$ cat src/rtl/digit_scan_mux.sv
// Time-multiplexed BCD digit scanner feeding the 7-segment decoder.
// Per-slot prescaler, anode dead time at each slot change, optional leading-zero blanking.
module digit_scan_mux #(
   parameter int DIGITS   = 4,
   parameter int PRESCALE = 50000,
   parameter int DEAD     = 16
) (
   input  logic                  clk,
   input  logic                  rst,
   input  logic                  load,
   input  logic [4*DIGITS-1:0]   digits_in,
   input  logic                  blank_lz,
   output logic [3:0]            bcd_out,
   output logic [DIGITS-1:0]     an,
   output logic                  slot_tick
);

   localparam int CW = $clog2(PRESCALE);
   localparam int SW = $clog2(DIGITS);
   localparam logic [CW-1:0] CNT_LAST  = CW'(PRESCALE - 1);
   localparam logic [CW-1:0] DEAD_END  = CW'(DEAD);
   localparam logic [SW-1:0] SLOT_LAST = SW'(DIGITS - 1);

   logic [4*DIGITS-1:0] sh;
   logic [CW-1:0]       cnt;
   logic [SW-1:0]       slot;

   logic                wrap;
   logic                dead;
   logic                blank;
   logic [3:0]          digit_sel;
   logic [DIGITS-1:0]   zero_from;
   logic [DIGITS-1:0]   an_next;

   assign wrap = (cnt == CNT_LAST);
   assign dead = (DEAD != 0) && (cnt < DEAD_END);

   // zero_from[i]: digits i..DIGITS-1 are all zero, i.e. slot i is a leading zero
   always_comb begin
      zero_from = '0;
      for (int i = 0; i < DIGITS; i++) begin
         logic acc;
         acc = 1'b1;
         for (int j = i; j < DIGITS; j++) begin
            if (sh[4*j +: 4] != 4'd0) acc = 1'b0;
         end
         zero_from[i] = acc;
      end
   end

   always_comb begin
      digit_sel = 4'd0;
      blank     = 1'b0;
      for (int i = 0; i < DIGITS; i++) begin
         if (slot == SW'(i)) begin
            digit_sel = sh[4*i +: 4];
            blank     = blank_lz && (i != 0) && zero_from[i];
         end
      end
   end

   always_comb begin
      an_next = '1;
      for (int i = 0; i < DIGITS; i++) begin
         if ((slot == SW'(i)) && !dead && !blank) an_next[i] = 1'b0;
      end
   end

   always_ff @(posedge clk or posedge rst) begin
      if (rst) begin
         sh        <= '0;
         cnt       <= '0;
         slot      <= '0;
         bcd_out   <= 4'd0;
         an        <= '1;
         slot_tick <= 1'b0;
      end else begin
         if (load) sh <= digits_in;
         if (wrap) begin
            cnt  <= '0;
            slot <= (slot == SLOT_LAST) ? '0 : slot + SW'(1);
         end else begin
            cnt  <= cnt + CW'(1);
         end
         slot_tick <= wrap;
         bcd_out   <= digit_sel;
         an        <= an_next;
      end
   end

endmodule

$ cat config.mk
export PLATFORM = sky130hd
export DESIGN_NAME = digit_scan_mux
export DESIGN_NICKNAME = d
export VERILOG_FILES = /design/src/rtl/digit_scan_mux.sv
export SDC_FILE = /design/constraint.sdc
export NUM_CORES = 1
export LEC_CHECK = 0
export CORE_MARGIN = 10
export CORE_UTILIZATION = 55
export CTS_BUF_LIST = sky130_fd_sc_hd__clkbuf_2 sky130_fd_sc_hd__clkbuf_4 sky130_fd_sc_hd__clkbuf_8
export DETAILED_ROUTE_END_ITERATION = 8
export DONT_BUFFER_PORTS = 1
export PLACE_DENSITY = 0.7
export SYNTH_ARGS = -nofsm -noshare
export SYNTH_HDL_FRONTEND = slang
export SYNTH_SLANG_ARGS = --single-unit
$ cat constraint.sdc
create_clock -name clk -period 1.8 [get_ports clk]
set_input_delay 0 -clock clk [delete_from_list [all_inputs] [get_ports clk]]
set_output_delay 0 -clock clk [all_outputs]
set_load 0.01 [all_outputs]
* Yosys cells after proc, flatten, opt, wreduce, memory -nomap -nowiden
Index checks and enable logic that the tools add are counted.
** Word-level totals
- Flip-flop bits (word level) :: 43
- Bits of input ports :: 20
- Output and inout port bits :: 9
- Logic and storage cells :: 49
** Operators by class
- Add/sub/neg operators :: 2
- Magnitude comparators :: 1
- Equal/unequal tests :: 4
- Muxes and demuxes :: 19
- Reduce and logical (&&, ||, !) cells :: 17
** Operators with widths (number)
- 16-bit by 1-bit adder with 16-bit output, second input constant :: 1
- 16-bit == test, second input constant :: 1
- 16-bit by 5-bit < comparator with 1-bit output, second input constant :: 1
- 16-bit 2-to-1 mux :: 1
- 4-bit 2-to-1 mux :: 4
- 1-bit 2-to-1 mux :: 13
- 4-bit nonzero test :: 3
- 1-bit logical AND :: 11
- 2-bit == test, second input constant :: 2
- 2-bit by 1-bit adder with 2-bit output, second input constant :: 1
- 2-bit by 1-bit == test with 1-bit output, second input constant :: 1
- 1-bit zero test :: 2
- 2-bit zero test :: 1
- 2-bit 2-to-1 mux :: 1

* Depth between registers and ports, before layout
Gate-level depths: netlist (run 1).
- Word-level depth :: 11
- Depth in mapped cells :: 7
- Mapped depth without buffers :: 6

* Worst setup path after synthesis (run 1)
OpenSTA, ideal clock, no wires.
- Path kind :: register to register
- Start :: register cnt[0]
- End :: register slot[1]
- Setup time :: 125 ps
- Arrival time :: 1493 ps
- Required time :: 1675 ps
- Path slack :: 182 ps
- Cell stages (with the launch flop) :: 6
- Buffers on the path :: 1
- Period minus slack after synthesis :: 1618 ps
- Path through :: dfrtp_1 -> ha_1 -> nand4_1 -> nor3_2 -> buf_4 -> mux2_2
** Between the ends
- Longest elaborated chain between the ends :: 1
** RTL lines
- from (decl) :: RTL line 25 : logic [CW-1:0] cnt;
- from (signal assigned) :: RTL line 83 : cnt <= cnt + CW'(1);
- 16-bit == test :: RTL line 35 : assign wrap = (cnt == CNT_LAST);
- to (signal assigned) :: RTL line 81 : slot <= (slot == SLOT_LAST) ? '0 : slot + SW'(1);
- to (decl) :: RTL line 26 : logic [SW-1:0] slot;
Every way passes these cells.
A chain may end at the register's enable or synchronous reset.

* Worst setup path in the final report (run 1)
Ends and elaborated chain as after synthesis.

==> results.txt, run 1 <==
* Cells along the critical path: ha_1, nand4_1, nor3_2, mux2_2
- In this run the post-CTS setup repair buffer count came out at 0.
- Synth async-reset ratio: 1.00
* Fraction of layout cells with a size suffix above 1: 0.191
* Number of antenna violations at the first check in global routing: 0
- Xor and xnor area share after synthesis: 0.0592
- Vias/cell: 5.40
* Area inside the core boundary: 3360 um^2
- Cell types occupying the most area after synthesis: dfrtp_1 (51%), mux2_2 (11%), dfstp_2 (5.5%)
- Of the post-synthesis cell area, the part taken by muxes is 0.105.
- The netlist uses 31 different library cells.
* Final net count: 228
- The worst setup path is of the flip-flop to flip-flop kind.
- The area growth from synthesis to layout is 24.2%.
- Top flip-flop cell by instance count after synthesis: dfrtp_1
- Period Utilization, post-route: 0.903
- Number of DRC violations after detailed routing: 0
- Number of standard cells after synthesis: 165
* Fill count: 265
* Antenna Cells: 0
- Required time of the critical path: 2.05 ns
* Top cell type by total area after synthesis: dfrtp_1
- Port Buf Inserts: 0
* Gr ovfl total: 0
- For this run, the register share of the synthesized area comes to 0.562.
* Die Footprint: 6260 um^2
- Vias: 1349
* I/O pins: 29
* Largest fanout of any net on the critical path: 5
* Reg2reg start: cnt[0]
- Measured along the x axis, the die boundary spans 79.2 um.
* Yosys Warn Count: 0
* Critical path endpoint category: flip-flop
* Largest family of logic cells by synthesized area: simple AND/OR/NAND/NOR gates
* Max-slew violation count: 0
- Final hold viol count: 0
- Share of synthesized cell area in full adder, half adder and majority cells: 0.0325
- The detail route stage leaves a number of antenna-violating nets equal to 0.
* Most frequent cell after synthesis: dfrtp_1
- Data on the critical path arrives at its endpoint at 1.87 ns.
- For this run, the top clock speed supported by timing is 616 MHz.
- For the pin with the worst max-slew slack, the measured transition is 0.460 ns.
- The design draws 1770 uW.
- Most frequent cells after synthesis: dfrtp_1 (39), mux2_2 (18), nand2_1 (13)
- Of the post-synthesis cell area, the dominant cell type holds 0.507.
* Static Leak: 0.00103 uW
- Clock skew on the completed layout was measured at 0.00512 ns.
- Peak VDD IR: 0.409 mV
- Die height: 79.2 um
- Number of enable flip-flop cells after synthesis: 0
- In this run the tightest slew margin relative to its limit is 0.691.
- After detailed routing, the total wire length is 4.08 mm.
- Pin count of the biggest net entering global routing: 23
- Tracing the worst setup path back leads to its startpoint at cnt[0].
- Power Density: 740 nW/um^2
- Global-route wire length before repair: 7.17 mm
- Clock tree synthesis inserted a total of 5 buffers.
- For this run, the slowest stage of the critical path takes 0.41 ns.
- Sum Neg Setup Slack: 0 ns
- Starting density of the core: 0.572
- The tool flagged a number of max-cap violations equal to 0.
- The smallest clock period supported by the final layout is computed as 1.62 ns.
- Post-synthesis simple-gate area fraction: 0.170
- Drt wl/cell: 16.3 um
- The fraction of the mapped netlist area in compound gates was 0.0468.
* Type of element launching the critical path: flip-flop
- Run status: completed
- Setup repair after global routing left no endpoint under its margin.
* Clock latency reported for the late side of the worst-skew pair: 0.35 ns
- Clock transition at path regs: 0.12 ns
- The clock drives 43 sinks.
- Clock tree synthesis selected as its root buffer the cell clkbuf_4.
- H-tree levels: 2
- The clock passes through at most 2 buffers.
- After synthesis the cells add up to 1920 um^2.
- In the global route stage, overall resource usage came out at 0.144.
- The first detailed-routing pass ran for 4 iterations.
* Final setup violating endpoints: 0
- Post-CTS repair changed the size of 0 cells.
* Number of nets in the synthesized netlist: 190
* Final weighted congestion in routability-driven placement: 0.779
- Flip-flop and latch count after synthesis: 43
* Std cell rows: 21
- In this run, the number of DRC markers left after iteration 0 of detailed routing was 98.
* Clock tree from TritonCTS: done
* Number of global-route vias before repair: 1392
- In this run the mean area of a mapped cell was 11.7 um^2.
- Slowest CP cell: dfrtp_1
- The tightest min-delay check is of the input pin to asynchronous set/reset pin type.
* Final HPWL DP: 2.65 mm
## layer usage
layer,global-route usage,vias to the layer above,part of all wire
met5,0,-,0
met4,0.0538,0,0.014
met3,0.0507,5,0.054
met2,0.218,36,0.46
met1,0.186,651,0.47
li1,-,657,-
## timing repair
action / CTS / global route
hold endpoints to repair: 63 / 0
hold buffers: 34 / 0
endpoints found under the setup margin: 0 / 0
## kinds of logic (layout without fill, tap and decap cells)
kind of cell | Yosys count | in the layout
AO/OA/AOI/OAI | 16 | 16
multiplexers | 18 | 18
flip-flops | 43 | 43
adder cells (fa/ha/maj) | 5 | 5
AND/OR/NAND/NOR | 59 | 59
XOR/XNOR | 13 | 13
buffers and inverters | 11 | 50
## cell usage in the layout, fill, tap and decap left out
cell type and n:
nand3_1 8, xor2_1 7, and3_1 1, and4_4 1
o21ai_0 4, dfstp_2 4, dlygate4sd3_1 34, or4_1 2
nor3_2 1, or3_1 1, clkbuf_4 6, o31ai_1 1
nor2_1 10, nand3b_1 4, buf_4 3, nand2_1 13
clkbuf_8 2, nor4_1 5, nand4_1 5, a21oi_2 1
nor2b_1 1, or4_4 1, ha_1 5, o31a_1 1
dfrtp_1 39, xnor2_1 6, nor3_1 4, and3_4 1
mux2_2 18, nand2_4 1, inv_1 5, a21oi_1 9
## cell type report
type / instances / area (um^2) / share of cell area
inverters: 5 / 18.8 / 0.00785
flip-flops and latches: 43 / 1080 / 0.452
well taps: 46 / 57.6 / 0.0241
repair buffers: 37 / 363 / 0.152
multi-input cells: 111 / 797 / 0.334
clock buffers: 8 / 72.6 / 0.0304
## report_power, final
part           switching (uW)  internal, uW  total [uW]
combinational            58.0           118         176
sequential               37.6          1010        1050
clock                     298           245         543
total                     394          1370        1770
## per-stage QoR
step	utilization	cell area, um^2	cells	worst slack (ns)	hold WS, ns
floorplan	-	1920	165	0.182	0.138
global placement	0.588	1980	208	0.224	-0.0522
detailed placement	0.588	1980	208	0.184	-0.0260
CTS	0.711	2390	250	0.161	0.142
global route	0.711	2390	250	0.0320	0.171
finish	0.711	2390	250	0.175	0.154
## worst max-delay path, delay by kind of cell, from the launching register on
family                   cells  cell delay [ns]
AND/OR/NAND/NOR              2             0.53
flip-flops                   1             0.41
multiplexers                 1             0.37
adder cells (fa/ha/maj)      1             0.21
## path summary, 6_finish.rpt
path,end,slack (ns),cells past startpoint
max,slot[1],0.18,4
min,bcd_out[1],0.15,3
max reg2reg,slot[1],0.18,4
min reg2reg,cnt[0],0.49,1
max in group asynchronous,an[2],1.38,3
min in group clk,sh[0],0.33,2
## registers in the layout, summed over array words and instances (netlist names)
name	count
bcd_out	4
cnt	16
sh	16
slot_tick	1
slot	2
an	4
Power figures use the tool's default switching activity.
==> run 2: changes to the inputs <==
--- a/config.mk
+++ b/config.mk
@@ -6,11 +6,11 @@
 export NUM_CORES = 1
 export LEC_CHECK = 0
 export CORE_MARGIN = 10
-export CORE_UTILIZATION = 55
+export CORE_UTILIZATION = 50
 export CTS_BUF_LIST = sky130_fd_sc_hd__clkbuf_2 sky130_fd_sc_hd__clkbuf_4 sky130_fd_sc_hd__clkbuf_8
 export DETAILED_ROUTE_END_ITERATION = 8
 export DONT_BUFFER_PORTS = 1
-export PLACE_DENSITY = 0.7
+export HOLD_SLACK_MARGIN = 0.05
 export SYNTH_ARGS = -nofsm -noshare
 export SYNTH_HDL_FRONTEND = slang
 export SYNTH_SLANG_ARGS = --single-unit
==> run 2 against run 1 <==
Net effect:
- utilization decreased by 5.8 points
- critical path depth unchanged
- cell count increased by 0.40%
- critical path type unchanged
- hold slack improved by 0.12 ns
- first-iteration DRC count decreased by 16%
- setup slack improved by 0.0048 ns
- non-clock buffer count decreased by 1
- die area increased by 7.4%
- largest cell class unchanged
- maximum frequency increased by 0.30%
- total power increased by 5.4%
- sequential power about the same
- flip-flop and latch count unchanged
==> results.txt, run 2 (synthesis gave the netlist of run 1 again) <==
- In this run the core area contains 22 standard-cell rows.
* Min-delay worst type: input pin to asynchronous set/reset pin
- Max-cap violations: 0
* Port Buf Inserts: 0
- Across the VDD grid, the largest voltage drop is 0.613 mV.
* Worst-case setup margin in the final layout: 0.180 ns
- In this run the number of cells on the critical path is 4.
- The slowest stage of the critical path is the dfrtp_1 cell.
- Cells along the critical path: ha_1, nand4_1, nor3_2, mux2_2
- Using the TritonRoute via totals, the vias-per-cell ratio works out to 5.43.
- The first global-routing pass estimated 6.71 mm of wire.
- Type of the worst setup path: flip-flop to flip-flop
* Number of global-route vias before repair: 1351
- Clock tree from TritonCTS: done
- Of the total power, the share spent switching nets is 0.220.
* Number of DRC violations after detailed routing: 0
- I/O pins: 29
- Number of nets with antenna violations after detailed routing: 0
- In the final layout, the share of cells above drive strength 1 is 0.187.
- Drt wl/cell: 16.0 um
- Minimum clock period after layout: 1.62 ns
* Type of element launching the critical path: flip-flop
- Clock buffer depth: 2
* 1st-pass router iterations: 4
- Num CTS Buffers: 5
- Root Driver: clkbuf_8
- The final layout contains routed wiring with a total length of 4.02 mm.
- The analysis attributes to cell leakage a power of 0.00104 uW.
- The run finished with clean final reports.
- Count of cells along the worst register-to-register path: 4
- Power Density: 774 nW/um^2
- STA classifies the critical path endpoint as a flip-flop.
- The internal portion of the total power is 1450 uW.
- Vias: 1363
- Final setup violating endpoints: 0
- Counting every sink on the clock net gives 43.
- The die covers 6730 um^2.
- The share of total power dissipated in combinational logic is 0.093.
* Horizontal extent of the die: 82.0 um
- Relative slew margins: 0.653
- The share of total power dissipated in sequential elements is 0.562.
* Number of antenna violations at the first check in global routing: 0
- The final max-slew violation count came to 0.
* Setup repair bufs after CTS: 0
- Switching power of the nets: 411 uW
* Pin count of the biggest net entering global routing: 44
* Largest fanout of any net on the critical path: 5
- After the first detailed-routing iteration, the DRC count stood at 82.
* Area inside the core boundary: 3690 um^2
- Of the total power, the clock network draws 0.345.
- Post-route clock skew: 0.00896 ns
* Least-Margin Pin Slew: 0.520 ns
- Clock-pin slew was measured on the worst setup and hold paths at 0.08 ns.
- Total power for the finished layout comes to 1860 uW.
- Final hold viol count: 0
* Arrival time of the worst setup path: 1.81 ns
* Unrepaired setup endpoints after global routing: no
- From bottom edge to top edge, the die measures 82.0 um.
* Cts repair resizes: 0
- Top library cells by usage in the layout, fill and taps aside: dfrtp_1 (39), dlygate4sd3_1 (34), mux2_2 (18)
* Fill count: 311
* Gr ovfl total: 0
- Clock latency reported for the late side of the worst-skew pair: 0.30 ns
- The library cell used most frequently in the layout, excluding fill and tap cells, is dfrtp_1.
* Registers with the most flip-flops: cnt x16, sh x16
- Period Utilization, post-route: 0.900
- The number of buffers and inverters on the critical path is 0.
* Antenna Cells: 0
* H-tree levels: 2
* Seq. cell area: 1080 um^2
- Final net count: 227
* Total track usage: 0.130
- Prior to clock tree synthesis, the placed netlist has a worst setup slack of 0.157 ns.
- Required time of the critical path: 1.99 ns
- Derived from the worst setup path, the maximum achievable clock frequency is 617 MHz.
- The area growth from synthesis to layout is 25.1%.
- In the final timing run, aggregate negative setup slack is 0 ns.
- Summed over all nets, the half-perimeter wirelength after detailed placement is 2.62 mm.
- The multi-input combinational cells in the finished layout cover a total of 797 um^2.
- Largest stage delay on the critical path: 0.40 ns
- The cell family contributing the most delay on the critical path is simple AND/OR/NAND/NOR gates.
* Starting density of the core: 0.522
* Final weighted congestion in routability-driven placement: 0.853
-- run 2: worst paths after layout --
path / from / to / slack [ns]
hold / removal: rst / sh[8] / 0.28
min in group clk: load / sh[13] / 0.39
max in group asynchronous: rst / an[3] / 1.14
setup / recovery: cnt[0] / slot[0] / 0.18
setup reg to reg: cnt[0] / slot[0] / 0.18
hold reg to reg: cnt[0] / cnt[0] / 0.50
-- run 2: metal layers --
layer / routed length (um) / vias up / part of all wire / global-route usage
met2: 1810 / 32 / 0.45 / 0.183
met1: 1890 / 666 / 0.47 / 0.175
met4: 84 / 0 / 0.021 / 0.0612
li1: - / 654 / - / -
met3: 246 / 11 / 0.061 / 0.0437
met5: 0 / - / 0 / 0
-- run 2: power by group through the flow --
stage / Combinational, uW / Sequential [uW] / Clock (uW)
after floorplan: 76.9 / 1050 / 0
after global placement: 84.1 / 1060 / 0
after detailed placement: 86.7 / 1070 / 0
after CTS: 169 / 1050 / 655
after global routing: 190 / 1050 / 692
final: 172 / 1050 / 643
-- run 2: cell type report --
class | instances | share of cell area
clock inverter | 1 | 0.00208
clock buffer | 7 | 0.0374
tap | 48 | 0.0249
sequential | 43 | 0.449
timing repair buffer | 36 | 0.148
multi-input combinational | 111 | 0.331
inverter | 5 | 0.00780
-- run 2: timing repair --
action,CTS,global route
endpoints found under the setup margin,0,0
hold endpoints to repair,59,0
hold buffers,34,0
-- run 2: metrics by stage --
| stage | hold WS (ns) | std cells | cell area, um^2 | utilization |
|---|---|---|---|---|
| global placement | 0.0523 | 209 | 1970 | 0.535 |
| finish | 0.277 | 251 | 2410 | 0.653 |
| CTS | 0.294 | 251 | 2410 | 0.653 |
| global route | 0.336 | 251 | 2410 | 0.653 |
| detailed placement | 0.0673 | 209 | 1970 | 0.535 |
| floorplan | 0.138 | 165 | 1920 | - |
-- run 2: worst register-to-register path, delay by kind of cell, from the launching register on --
kind | cells | cell delay [ns]
adder cells (fa/ha/maj) | 1 | 0.22
AND/OR/NAND/NOR | 2 | 0.54
flip-flops | 1 | 0.40
multiplexers | 1 | 0.36
